===== config.mk =====
export PLATFORM = sky130hd
export DESIGN_NAME = pc_sequencer
export DESIGN_NICKNAME = d
export VERILOG_FILES = /design/src/rtl/pc_sequencer.sv
export SDC_FILE = /design/constraint.sdc
export NUM_CORES = 1
export LEC_CHECK = 0
export CORE_ASPECT_RATIO = 1.1
export CORE_MARGIN = 2
export CORE_UTILIZATION = 30
export CTS_BUF_LIST = sky130_fd_sc_hd__clkbuf_2
export DETAILED_ROUTE_END_ITERATION = 8
export GPL_TIMING_DRIVEN = 1
export RECOVER_POWER = 50
export SLEW_MARGIN = 30
export SYNTH_ARGS = -nofsm -noshare
export SYNTH_HDL_FRONTEND = slang
export SYNTH_SLANG_ARGS = --single-unit

===== constraint.sdc =====
create_clock -name clk -period 6.5 [get_ports clk]
set_clock_uncertainty 0.05 [all_clocks]
set_input_delay 1.3 -clock clk [delete_from_list [all_inputs] [get_ports clk]]
set_output_delay 1.3 -clock clk [all_outputs]
set_load 0.1 [all_outputs]

===== src/rtl/pc_sequencer.sv =====
// Program-counter sequencer: variable-width advance, ROB/predictor redirects, post-redirect fetch bubble.
// Optional redirect history buffer enabled by defining PC_HIST_EN.
module pc_sequencer #(
  parameter int unsigned          XLEN             = 32,
  parameter int unsigned          FETCH_WIDTH      = 2,
  parameter int unsigned          INSTR_BYTES      = 4,
  parameter logic [XLEN-1:0]      RESET_VECTOR     = 32'h0000_0000,
  parameter int unsigned          REDIRECT_BUBBLES = 1,
  parameter int unsigned          HIST_DEPTH       = 8
) (
  input  logic                            clk,
  input  logic                            reset,
  input  logic                            stall,
  input  logic [$clog2(FETCH_WIDTH+1)-1:0] inc_count,
  input  logic                            rob_wr,
  input  logic [XLEN-1:0]                 rob_jump_address,
  input  logic                            pred_wr,
  input  logic [XLEN-1:0]                 pred_jump_address,
  input  logic                            delete_tagged,
  output logic [XLEN-1:0]                 address,
  output logic                            address_valid,
  output logic                            misaligned,
  input  logic [$clog2(HIST_DEPTH)-1:0]   hist_rd_idx,
  output logic [XLEN-1:0]                 hist_rd_data
);

  localparam int unsigned IC_W    = $clog2(FETCH_WIDTH+1);
  localparam int unsigned OFS_W   = $clog2(INSTR_BYTES);
  localparam int unsigned HIST_W  = $clog2(HIST_DEPTH);
  localparam logic [XLEN-1:0] LOW_MASK = XLEN'(INSTR_BYTES - 1);
  localparam logic [2:0] BUB_RELOAD = (REDIRECT_BUBBLES > 0) ? 3'(REDIRECT_BUBBLES - 1) : 3'd0;
  localparam logic [IC_W-1:0] FW_MAX = IC_W'(FETCH_WIDTH);

  typedef enum logic {RUN, BUBBLE} state_t;

  state_t            state;
  logic [2:0]        bub_cnt;
  logic              redir_take;
  logic [XLEN-1:0]   redir_tgt;
  logic [XLEN-1:0]   redir_aligned;
  logic              redir_odd;
  logic [IC_W-1:0]   inc_eff;
  logic [XLEN-1:0]   step_bytes;

  // Redirect arbitration: ROB always wins; predictor only counts in RUN and when not flushed.
  always_comb begin
    redir_take = 1'b0;
    redir_tgt  = rob_jump_address;
    if (rob_wr) begin
      redir_take = 1'b1;
    end else if (state == RUN && pred_wr && !delete_tagged) begin
      redir_take = 1'b1;
      redir_tgt  = pred_jump_address;
    end
    redir_aligned = redir_tgt & ~LOW_MASK;
    redir_odd     = |(redir_tgt & LOW_MASK);
  end

  always_comb begin
    inc_eff    = (inc_count > FW_MAX) ? FW_MAX : inc_count;
    step_bytes = XLEN'(inc_eff) << OFS_W;
  end

  always_ff @(posedge clk or posedge reset) begin
    if (reset) begin
      address       <= RESET_VECTOR;
      address_valid <= 1'b0;
      misaligned    <= 1'b0;
      state         <= BUBBLE;
      bub_cnt       <= '0;
    end else begin
      misaligned <= redir_take && redir_odd;
      case (state)
        RUN: begin
          if (rob_wr) begin
            address <= redir_aligned;
            if (REDIRECT_BUBBLES > 0) begin
              state         <= BUBBLE;
              address_valid <= 1'b0;
              bub_cnt       <= BUB_RELOAD;
            end
          end else if (redir_take) begin
            address <= redir_aligned;
          end else if (!stall) begin
            address <= address + step_bytes;
          end
        end
        BUBBLE: begin
          if (rob_wr) begin
            address <= redir_aligned;
            if (REDIRECT_BUBBLES > 0) begin
              bub_cnt <= BUB_RELOAD;
            end else begin
              state         <= RUN;
              address_valid <= 1'b1;
            end
          end else if (bub_cnt == '0) begin
            state         <= RUN;
            address_valid <= 1'b1;
          end else begin
            bub_cnt <= bub_cnt - 3'd1;
          end
        end
        default: begin
          state         <= BUBBLE;
          address_valid <= 1'b0;
          bub_cnt       <= '0;
        end
      endcase
    end
  end

`ifdef PC_HIST_EN
  logic [XLEN-1:0]   hist_mem [HIST_DEPTH];
  logic [HIST_W-1:0] wr_ptr;
  logic [HIST_W-1:0] rd_ptr;

  // Records the address being abandoned, i.e. the pre-redirect fetch address.
  always_ff @(posedge clk or posedge reset) begin
    if (reset) begin
      hist_mem <= '{default: '0};
      wr_ptr   <= '0;
    end else if (redir_take) begin
      hist_mem[wr_ptr] <= address;
      wr_ptr           <= wr_ptr + HIST_W'(1);
    end
  end

  always_comb begin
    rd_ptr       = wr_ptr - HIST_W'(1) - hist_rd_idx;
    hist_rd_data = hist_mem[rd_ptr];
  end
`else
  logic unused_hist_idx;
  assign unused_hist_idx = ^hist_rd_idx;
  assign hist_rd_data    = '0;
`endif

endmodule


; ---- Word level (Yosys, flattened, before mapping)
; Cells that the tools add are included.
[op_classes]
addsub = 2
order_cmp = 1
n_eq_ne = 6
n_mux = 22
bitwise_logic = 1
n_reduce_logical = 9
[ops]
columns = operator, n
row1 = 32-bit 2-to-1 mux, 6
row2 = 32-bit one-hot mux with 2 select lines, 1
row3 = 32-bit by 4-bit adder with 32-bit output, 1
row4 = 3-bit 2-to-1 mux, 3
row5 = 1-bit 2-to-1 mux, 8
row6 = "2-bit != test, second input constant", 3
row7 = 3-bit one-hot mux with 2 select lines, 1
row8 = "4-bit != test, second input constant", 1
row9 = 1-bit one-hot mux with 2 select lines, 2
row10 = 2-bit AND reduction, 2
row11 = 1-bit logical AND, 3
row12 = 3-bit zero test, 1
row13 = "3-bit != test, second input constant", 1
row14 = 3-bit AND reduction, 1
row15 = "3-bit by 1-bit subtractor with 3-bit output, second input constant", 1
row16 = "2-bit > comparator, second input constant", 1
row17 = 2-bit 2-to-1 mux, 1
row18 = "2-bit by 1-bit != test with 1-bit output, second input constant", 1
row19 = 2-bit OR reduction, 1
row20 = 1-bit zero test, 1
row21 = 1-bit inverter, 1
[word_totals]
reg_bits = 38
inputBits = 75
wordCells = 46

; ---- Longest topological paths before layout
[depth]
word_depth = 8
ltp_mapped = 9

; ---- Least setup slack after synthesis
; OpenSTA, ideal clock, no wires.
[synth_timing]
kind = in2reg
start = input port inc_count[0]
end = register address[26]
setup_time_ps = 126
arrival_ps = 3117
path_slack_ps = 3208
cell_stages = 9
path_buffers = 0
path_cell_list = nor2b_1 ha_1 inv_1 fa_1 nand2b_1 nor2_1 and3_1 a31oi_1 o22a_1
[synth_between]
elab_chain_cells = 7
[synth_lines]
columns = element, line_no
row1 = "start, declared", 14  ; input logic [$clog2(FETCH_WIDTH+1)-1:0] inc_count,
row2 = 2-bit > comparator, 60  ; inc_eff = (inc_count > FW_MAX) ? FW_MAX : inc_count;
row3 = 2-bit 2-to-1 mux (*), 60
row4 = 32-bit by 4-bit adder with 32-bit output (*), 85  ; address <= address + step_bytes;
row5 = 32-bit 2-to-1 mux (*), 84  ; end else if (!stall) begin
row6 = 32-bit 2-to-1 mux (*), 82  ; end else if (redir_take) begin
row7 = 32-bit 2-to-1 mux (*), 75  ; if (rob_wr) begin
row8 = 32-bit one-hot mux with 2 select lines (*), 73  ; case (state)
row9 = "end signal, assigned", 76  ; address <= redir_aligned;
row10 = "end signal, assigned", 83  ; address <= redir_aligned;
row11 = "end signal, assigned", 85
row12 = "end, declared", 20  ; output logic [XLEN-1:0] address,
; Every way passes the cells marked *; elsewhere a longest branch is shown, timed or not. The select of a mux whose other input is x is not followed.
; A chain may end at the register's enable or synchronous reset.

; ---- Final worst setup path
[layout_timing]
start = input port rob_wr
end = register address[16]
[layout_between]
elab_chain_cells = 4
elab_cells_between_ends = 9
classes_between = 2 x eq/ne / 6 x mux / 1 x reduce/logical
[layout_lines]
columns = element, line_no
row1 = "start, declared", 15  ; input logic rob_wr,
row2 = 32-bit 2-to-1 mux / 1-bit 2-to-1 mux (equally long branches), 49  ; if (rob_wr) begin
row3 = 32-bit 2-to-1 mux, 82
row4 = 32-bit 2-to-1 mux, 75
row5 = 32-bit one-hot mux with 2 select lines, 73
; Parallel ways exist; a longest one is shown, timed or not. The select of a mux whose other input is x is not followed.

==> Flow_metrics.wiki <==
{| class="wikitable"
! Metric !! Value
|-
| Number of buffers added by the clock tree synthesis step || 5
|-
| Total area of sequential cells || 902.1 um^2
|-
| Number of distinct library cells after synthesis || 48
|-
| Max_cap viols || 1
|-
| Number of I/O port buffers || a little over 100
|-
| DRC marker count from the first detailed-route iteration || ~170
|-
| Remaining global-route overflow || 0
|-
| Drt total wl || about 9000 um
|-
| Ordered list of cells on the worst path || dlygate4sd3_1, or2_0, nor2_1, buf_4, nand4_1, o221ai_1, a21oi_1
|-
| Post-route fraction of the period consumed by the critical path || 64.37%
|-
| Die area || around 9900 um^2
|-
| H-tree levels || 2
|-
| Nets || just over 500
|-
| WL per Instance || between 15 and 20 um
|-
| Kind of cell adding the most delay to the critical path || simple AND/OR/NAND/NOR gates
|-
| Yosys reg bits || 36
|-
| # clock sinks || 36
|-
| Die span in x || approximately 95 um
|-
| Clock root cell || clkbuf_2
|-
| Layout area overhead || 39.30%
|-
| Final setup violation count || 0
|-
| Synth Area in XOR/XNOR || less than 1%
|-
| Total half-perimeter wirelength after legalization and detailed placement || slightly below 7000 um
|-
| Switching component of the power || 1.015 mW
|-
| Count of cells resized by post-cts repair || 0
|-
| Number of antenna cells inserted || 0
|-
| Initial Utilization || a little under a third
|-
| IO Count || 141
|-
| Max stage delay on crit path || around 1.2 ns
|-
| Clock slew seen by the registers of the worst setup and hold paths || 0.20 ns
|-
| Row Count || 36
|-
| Share of total power consumed by net switching || between 60 and 70%
|-
| Global routing usage summed across all routing layers || approximately a fifth
|-
| Main combinational cell family by area after synthesis || compound AO/OA/AOI/OAI gates
|-
| Sequential-to-total area share from yosys stat || around a third
|-
| Violated checks || max-capacitance violations, max-slew violations
|-
| Worst hold path startpoint || bub_cnt[1]
|-
| Post-Syn Instances || between 300 and 400
|-
| Share of power burned in registers || approximately a quarter
|-
| CTS Hold Buffers Added || 0
|-
| Dominant register cell in the synthesized netlist || dfrtp_1
|-
| Worst hold path depth || 2
|-
| Critical path buffers and inverters || 2
|-
| Number of warnings printed during yosys synthesis || 0
|-
| Maximum root-to-sink buffer count || 2
|-
| Number of antenna violations at the first check in global routing || 0
|-
| Area of the multi-input gates || about 1600 um^2
|-
| Clock tree from TritonCTS || done
|-
| Highest Clock Rate || around 240 MHz
|-
| Setup slack on the worst flop-to-flop path || approximately 3.4 ns
|-
| Count of antenna-violating nets left after detailed routing || 0
|-
| Capture instance of the worst register-to-register path || address[16]
|-
| Post-layout worst setup margin || between 2 and 2.5 ns
|-
| Post-CTS setup repair buffer count || 0
|-
| Leading cell type in the layout, fill and taps excluded || clkdlybuf4s50_1
|-
| Clock power share || under 10%
|-
| Worst setup EP type || flip-flop
|-
| Avg Synthesized Cell Area || 7.968 um^2
|-
| Peak supply drop || 0.0002185 V
|-
| Internal power consumption || around 0.64 mW
|-
| Final Hold Violating Endpoints || 0
|-
| Post-synthesis adder-cell area fraction || approximately 2.6%
|-
| DRC violations left || 0
|-
| Min-delay worst type || flip-flop to flip-flop
|-
| Number of max-slew violations in the final report || 37
|-
| Share of the synthesized area in compound gates (AO/OA/AOI/OAI) || between 20 and 30%
|-
| Slew of the pin with the lowest slew margin || 2.101 ns
|-
| Status || complete, but fails checks
|-
| Combinational group share of total power || about two thirds
|-
| Clock period minus final worst setup slack || 4.184 ns
|-
| Critical path fanouts, max || 23
|-
| Most frequent cells in the layout || clkdlybuf4s50_1, a21oi_1, dfrtp_1, conb_1, nor2_1
|-
| Ratio of cells with drive above 1 in the final layout || under 10%
|-
| Unrepaired setup endpoints after global routing || no
|-
| Vias || approximately 2.9k
|-
| Synth async-reset ratio || 100.0%
|-
| Critical path class || primary input to flip-flop
|-
| Count of flip-flops with a built-in enable after synthesis || 0
|-
| Largest net degree at the start of global routing || 37
|-
| Terminating pin of the worst hold path || bub_cnt[1]
|-
| Share of synthesized cell area in and, or, nand and nor gates || 21.03%
|-
| Number of inserted filler cells in the final layout || 910
|-
| Cell depth of the worst flop-to-flop path || 6
|-
| Slowest cell on the critical path || or2_0
|-
| Leak || 1.465 nW
|-
| Avg Vias per Cell || 5.247
|-
| Mux cell area share after synthesis || 0%
|-
| Final weighted congestion of routability-driven global placement || ~0.86
|-
| Startpoint class of the critical path || primary input
|-
| Die boundary height || between 100 and 150 um
|-
| Power per standard cell area || 435.0 nW/um^2
|-
| DP Worst Slack || roughly 2.4 ns
|-
| First-pass detailed-route iteration total || 4
|-
| Synthesized cell area || about 2700 um^2
|-
| Clock latency on the worst-skew pair || between 0.4 and 0.5 ns
|-
| Setup_tns || 0 ns
|-
| Arrival time of data at the critical path endpoint || 4.48 ns
|-
| Vias in the first global route || ~2.9k
|-
| Startpoint of the worst-slack reg-to-reg timing path || state
|-
| Critical path required time || between 6 and 7 ns
|-
| Global-route wire length before repair || approximately 15,000 um
|-
| Core ar. || slightly below 9000 um^2
|-
| Max-slew headroom || -40.08%
|}
-- power by group through the flow --
| stage | combinational [mW] | clock [mW] | sequential, mW |
|---|---|---|---|
| 6_report | 1.10 | 0.148 | 0.405 |
| 3_3_place_gp | 1.10 | 0 | 0.408 |
| 3_5_place_dp | 1.11 | 0 | 0.408 |
| 2_1_floorplan | 0.372 | 0 | 0.876 |
| 4_1_cts | 1.11 | 0.151 | 0.405 |
| 5_1_grt | 1.16 | 0.158 | 0.420 |
-- registers in the layout (all words and copies together), names as in the netlist --
signal	flops
address	30
address_valid	1
bub_cnt	3
misaligned	1
state	1
-- worst max-delay path by stage --
stage                  from  depth (start not counted)     endpoint
3_3_place_gp   inc_count[1]                         10  address[26]
5_1_grt              rob_wr                          7  address[16]
3_5_place_dp   inc_count[1]                         10  address[26]
2_1_floorplan  inc_count[0]                          9  address[26]
4_1_cts        inc_count[1]                         10  address[28]
6_report             rob_wr                          7  address[16]
-- cells by family after synthesis --
family,after synthesis
AOI/OAI and AO/OA,127
xor gates and xnor gates,1
adders and majority gates,5
buffers and inverters,61
DFF,36
other,1
and+or+nand+nor,111
-- routing by layer --
metal | routed length, um | track usage (%) | vias to the layer above | part of all wire (%)
met5 | 0 | 0 | - | 0
met4 | 97 | 4.141 | 0 | 1.0
met3 | 676 | 4.058 | 8 | 7.3
met2 | 4487 | 30.80 | 116 | 48
met1 | 4004 | 25.41 | 1369 | 43
li1 | - | - | 1414 | -
-- synthesized netlist by cell type (2+ instances only) --
cell        n  area, um^2
a21oi_1    45       225.2
dfrtp_1    35       875.8
buf_4      34       255.2
nor2_1     28       105.1
nand2_1    25       93.84
clkbuf_1   16       60.06
o21ai_0    16       80.08
nand3_1    12       60.06
a31oi_1    11       68.82
nand4_1    11       68.82
inv_1      10       37.54
o22ai_1    10       62.56
o22a_1      9       78.83
nand2b_1    6       37.54
nor4_1      6       37.54
o211ai_1    6       45.04
a2bb2oi_1   5       43.79
nor3_1      5       25.02
ha_1        4       50.05
or4_1       4       30.03
a211oi_1    3       22.52
a21o_1      3       22.52
a41oi_1     3       26.28
and3_1      3       18.77
nor2b_1     3       18.77
a221oi_1    2       17.52
a22o_1      2       17.52
o21a_1      2       15.01
o221ai_1    2       17.52
o31ai_1     2       15.01
or3_1       2       12.51
-- metrics by stage --
stage	area, um^2	hold slack, ns	util [%]	cells	total power [mW]
after global routing	3796	0.5513	43.00	554	1.738
after detailed placement	3745	0.4571	42.42	546	1.516
final	3796	0.4944	43.00	554	1.651
after CTS	3807	0.4978	43.13	554	1.665
after global placement	3745	0.4461	42.42	546	1.505
after floorplan	2849	0.4302	-	375	1.248
-- cell type report --
type                            count  area share, %
Inverter                           10         0.9888
Timing Repair Buffer              108          27.79
Clock inverter                      3         0.9888
Tap cell                          114          3.757
Multi-Input combinational cell    278          42.06
Clock buffer                        5         0.6592
Sequential cell                    36          23.76
-- worst min-delay path, delay by kind of cell (launching register included) --
family | cells | cell delay [ns]
flip-flops | 1 | 0.38
AO/OA/AOI/OAI | 1 | 0.06
AND/OR/NAND/NOR | 1 | 0.08
Note: power is estimated with default switching activity, not from simulation.
